--- config.mk ---
export PLATFORM = sky130hd
export DESIGN_NAME = crc_code_arbiter_controller
export DESIGN_NICKNAME = d
export VERILOG_FILES = /design/src/rtl/crc_code_arbiter_controller.sv
export SDC_FILE = /design/constraint.sdc
export NUM_CORES = 1
export LEC_CHECK = 0
export ABC_CLOCK_PERIOD_IN_PS = 2100
export CORE_UTILIZATION = 45
export DETAILED_ROUTE_END_ITERATION = 6
export GPL_TIMING_DRIVEN = 0
export PLACE_DENSITY = 0.77
export SYNTH_ARGS = -nofsm -noshare
export SYNTH_HDL_FRONTEND = slang
export SYNTH_SLANG_ARGS = --single-unit
--- constraint.sdc ---
create_clock -name clk -period 2.1 [get_ports clk]
set_input_delay 0.315 -clock clk [delete_from_list [all_inputs] [get_ports clk]]
set_output_delay 0.315 -clock clk [all_outputs]
set_load 0.02 [all_outputs]
--- src/rtl/crc_code_arbiter_controller.sv ---
// Sequencer for a CRC shift datapath shared between a write (encode) and a read (decode)
// channel: latches requests, arbitrates, runs LOAD/SHIFT/DONE and reports drops.
module crc_code_arbiter_controller #(
    parameter int unsigned SHIFT_CYCLES = 32,
    parameter int unsigned CRC_WIDTH    = 8,
    parameter int unsigned ARB_MODE     = 0,
    localparam int unsigned TOTAL       = SHIFT_CYCLES + CRC_WIDTH,
    localparam int unsigned CNT_W       = $clog2(TOTAL)
) (
    input  logic             clk,
    input  logic             rst,
    input  logic             write,
    input  logic             read,
    input  logic             abort,
    output logic             load_en,
    output logic             shift_en,
    output logic             aug_en,
    output logic             sel_write,
    output logic [CNT_W-1:0] bit_cnt,
    output logic             write_mem_en,
    output logic             write_mem_busy,
    output logic             read_data_valid,
    output logic             read_controller_busy,
    output logic             drop_err
);

    typedef enum logic [1:0] {StIdle, StLoad, StShift, StDone} state_e;

    localparam logic [CNT_W-1:0] CntLast = CNT_W'(TOTAL - 1);
    localparam logic [CNT_W-1:0] CntAug  = CNT_W'(SHIFT_CYCLES);

    state_e           state_q, state_d;
    logic [CNT_W-1:0] cnt_q, cnt_d;
    logic             pend_w_q, pend_w_d;
    logic             pend_r_q, pend_r_d;
    logic             sel_q, sel_d;
    logic             last_w_q, last_w_d;
    logic             drop_q, drop_d;

    logic active;
    logic acc_w, acc_r;
    logic cand_w, cand_r;
    logic grant_w;

    always_comb begin
        active = (state_q == StLoad) || (state_q == StShift);
        // A channel in its own DONE cycle may re-request; only LOAD/SHIFT ownership drops it.
        acc_w  = write & ~pend_w_q & ~(active & sel_q);
        acc_r  = read & ~pend_r_q & ~(active & ~sel_q);
        drop_d = (write & ~acc_w) | (read & ~acc_r);
        cand_w = pend_w_q | acc_w;
        cand_r = pend_r_q | acc_r;

        if (cand_w && cand_r) begin
            if (ARB_MODE == 1) begin
                grant_w = 1'b1;
            end else if (ARB_MODE == 2) begin
                grant_w = 1'b0;
            end else begin
                grant_w = ~last_w_q;
            end
        end else begin
            grant_w = cand_w;
        end
    end

    always_comb begin
        state_d  = state_q;
        cnt_d    = '0;
        sel_d    = sel_q;
        last_w_d = last_w_q;
        pend_w_d = cand_w;
        pend_r_d = cand_r;

        unique case (state_q)
            StIdle, StDone: begin
                if (cand_w || cand_r) begin
                    state_d  = StLoad;
                    sel_d    = grant_w;
                    last_w_d = grant_w;
                    if (grant_w) begin
                        pend_w_d = 1'b0;
                    end else begin
                        pend_r_d = 1'b0;
                    end
                end else begin
                    state_d = StIdle;
                end
            end
            StLoad: begin
                state_d = abort ? StIdle : StShift;
            end
            StShift: begin
                if (abort) begin
                    state_d = StIdle;
                end else if (cnt_q == CntLast) begin
                    state_d = StDone;
                end else begin
                    cnt_d = cnt_q + 1'b1;
                end
            end
            default: begin
                state_d = StIdle;
            end
        endcase
    end

    always_ff @(posedge clk or negedge rst) begin
        if (!rst) begin
            state_q  <= StIdle;
            cnt_q    <= '0;
            pend_w_q <= 1'b0;
            pend_r_q <= 1'b0;
            sel_q    <= 1'b0;
            last_w_q <= 1'b0;
            drop_q   <= 1'b0;
        end else begin
            state_q  <= state_d;
            cnt_q    <= cnt_d;
            pend_w_q <= pend_w_d;
            pend_r_q <= pend_r_d;
            sel_q    <= sel_d;
            last_w_q <= last_w_d;
            drop_q   <= drop_d;
        end
    end

    always_comb begin
        load_en              = (state_q == StLoad);
        shift_en             = (state_q == StShift);
        aug_en               = shift_en & sel_q & (cnt_q >= CntAug);
        sel_write            = sel_q;
        bit_cnt              = cnt_q;
        write_mem_en         = (state_q == StDone) & sel_q;
        read_data_valid      = (state_q == StDone) & ~sel_q;
        write_mem_busy       = pend_w_q | ((state_q != StIdle) & sel_q);
        read_controller_busy = pend_r_q | ((state_q != StIdle) & ~sel_q);
        drop_err             = drop_q;
    end

endmodule
==> metrics.yaml <==
sta:
  period_needed_ns: 1.97
  tightest_slew_ns: 0.532
  drv_slew: 0
  fin_crit_sh: 0.938
  setup_viol: 0
  fin_setup_tns_ns: 0
  rsz0062_at_grt: "false"
  maxSlewHeadroom: 0.644
  clock_skew_ns: 0.00158
  holdWs_ns: 0.394
  hold_viol: 0
  max_freq_mhz: 508
floorplan:
  die_area_um2: 1680
  core_um2: 1370
  die_w_um: 41.0
  fp.dieH_um: 41.0
  start_util: 0.502
  io-pin-count: 20
  fp-row-count: 13
logic_synthesis:
  ys_types: 26
  synth-compound-area-share: 0.150
  synth_top_family_by_area: "simple AND/OR/NAND/NOR gates"
  ys_seq_area_frac: 0.438
  synth.ff_latch_count: 12
  synthCells: 69
  synth-edff-count: 0
  yosysWarningCount: 0
  yosys.area_share.simple: 0.190
  synth-xor-area-share: 0.0383
  synth_fa_ha_area_frac: 0.109
  synth.area.top_cells: "dfrtp_1 44%, ha_1 11%, a21oi_1 4.4%, inv_1 3.8%, nand2b_1 3.6%"
  netlist_top_cells_count: "12 x dfrtp_1, 7 x inv_1, 6 x a21oi_1, 6 x ha_1, 6 x nor2_1"
  synthArstFlopShare: 1.00
  netlist_area_um2: 686
  syn_avg_cell_area_um2: 9.94
  ys.flop_type: "dfrtp_1"
  yosysMostFrequentCell: "dfrtp_1"
  synth_largest_type_area_fraction: 0.438
  syn_nets: 80
  synthMuxAreaShare: 0.0365
  yosysTopAreaCell: "dfrtp_1"
clock_tree:
  cts_buffers: 3
  cts_buffer_depth: 2
  cts.sinks: 12
  post_cts_buffers: 0
  hold_buffers: 0
  insertion_delay_ns: 0.27
  cts.clk_slew.worst_paths_ns: 0.07
  root_buffer: "clkbuf_4"
  htreeDepth: 1
  cts_tree: "yes"
worst_setup_path:
  crit_path_cell_trace: "inv_1, ha_1, clkdlybuf4s50_1"
  r2r-start: "state_q[0]"
  endpoint_kind: "output port"
  cp-startpoint: "state_q[0]"
  crit_path_start_kind: "register"
  slowest_stage: "clkdlybuf4s50_1"
  r2r_cells: 5
  path_delay_family: "buffers and inverters"
  max_stage_delay_ns: 0.63
  r2r_slack_ns: 0.50
  crit_type: "register to output port"
  r2r_end: "state_q[0]"
  path_max_fanout: 6
  required_ns: 1.78
  worst-path-buf-inv: 2
  critPathArrivalTime_ns: 1.65
status:
  outcome: "finished, final reports clean"
layout:
  final_nets: 104
  fin_area_um2: 921
  final_layout_size_suffix_gt1_frac: 0.0659
  antenna_cells: 0
  synthToLayoutAreaGrowth_pct: 34.3
detailed_routing:
  vias_per_cell: 5.19
  first_iter_violations: 11
  route.vias.total: 550
  drc: 0
  avgRoutedWirePerCell_um: 12.3
  dr.pass1.iters: 6
  postRouteAntennaNets: 0
  route.final.wire_length_um: 1310
grt:
  grtUsageTotal: 0.200
  grt_max_degree: 13
  antenna_found_initial: 0
  grt-ovfl-total: 0
  grt_pass1_wl_um: 2120
  grt_pass1_vias: 499
placement:
  finalWeightedCongestion: 0.818
  place_area_um2: 895
  hpwl_um: 966
  port_buffers: 19
pwr:
  vdd_drop_max_mv: 0.692
  p_leak_nw: 0.419
  p_per_area_nw_per_um2: 1180
  power_mw: 1.08
run:
  max-cap-violations: 0
min_path:
  hold_path_class: "input port to async pin"
registers in the layout, summed over array words and instances (netlist names):
register	flops
state_q	2
pend_w_q	1
drop_err	1
last_w_q	1
bit_cnt	6
pend_r_q	1
placed cells by master, fill, tap and decap left out, types with 2 or more instances in the layout:
cell             Yosys  layout
o21ai_0              4       4
clkdlybuf4s50_1      0      16
nand3_1              2       2
ha_1                 6       6
o21bai_1             2       2
inv_1                7       7
dfrtp_1             12      12
nand2_1              3       3
nor2_1               6       6
xor2_1               2       2
clkbuf_4             0       3
nand2b_1             4       4
dlymetal6s2s_1       0       2
a21oi_1              6       6
metrics by stage:
step / utilization / setup WS, ns / std cells
after CTS: 0.670 / 0.00330 / 106
after floorplan: - / 0.514 / 69
after global placement: 0.655 / 0.318 / 103
final: 0.674 / 0.130 / 106
after global routing: 0.674 / 0.00889 / 106
after detailed placement: 0.655 / 0.271 / 103
power breakdown:
| part | internal, mW | total [mW] | switching (mW) |
|---|---|---|---|
| combinational | 0.281 | 0.580 | 0.299 |
| sequential | 0.294 | 0.365 | 0.0710 |
| clock | 0.0662 | 0.138 | 0.0718 |
final cells by class:
type                    instances  area (um2)
flip-flops and latches         12         300
repair buffers                 19         194
well taps                      15        18.8
multi-input cells              50         359
fillers                       107         445
clock buffers                   3        22.5
inverters                       7        26.3
how the worst max path moves through the flow:
stage | to | slack (ns) | cells after the start
2_1_floorplan | state_q[0] | 0.51 | 5
3_3_place_gp | aug_en | 0.32 | 4
4_1_cts | read_controller_busy | 0.003 | 4
5_1_grt | shift_en | 0.009 | 3
6_report | shift_en | 0.13 | 3
3_5_place_dp | aug_en | 0.27 | 4
cell families after synthesis:
group | after synthesis
AOI/OAI and AO/OA | 16
DFF | 12
buffers and inverters | 7
muxes | 2
xor gates and xnor gates | 3
adders and majority gates | 6
and+or+nand+nor | 23
per-layer routing:
layer	vias to the layer above	share of wire	GRT usage	wire, um
met5	-	0	0	0
met4	0	0.0077	0.100	10
met3	2	0.067	0.0489	87
met2	18	0.47	0.316	610
met1	249	0.46	0.252	597
li1	281	-	-	-
what timing repair did:
action,in CTS,in global routing
resized for setup,1,2
endpoints found under the setup margin,1,2
pin swaps,0,0
Power figures use the tool's default switching activity.
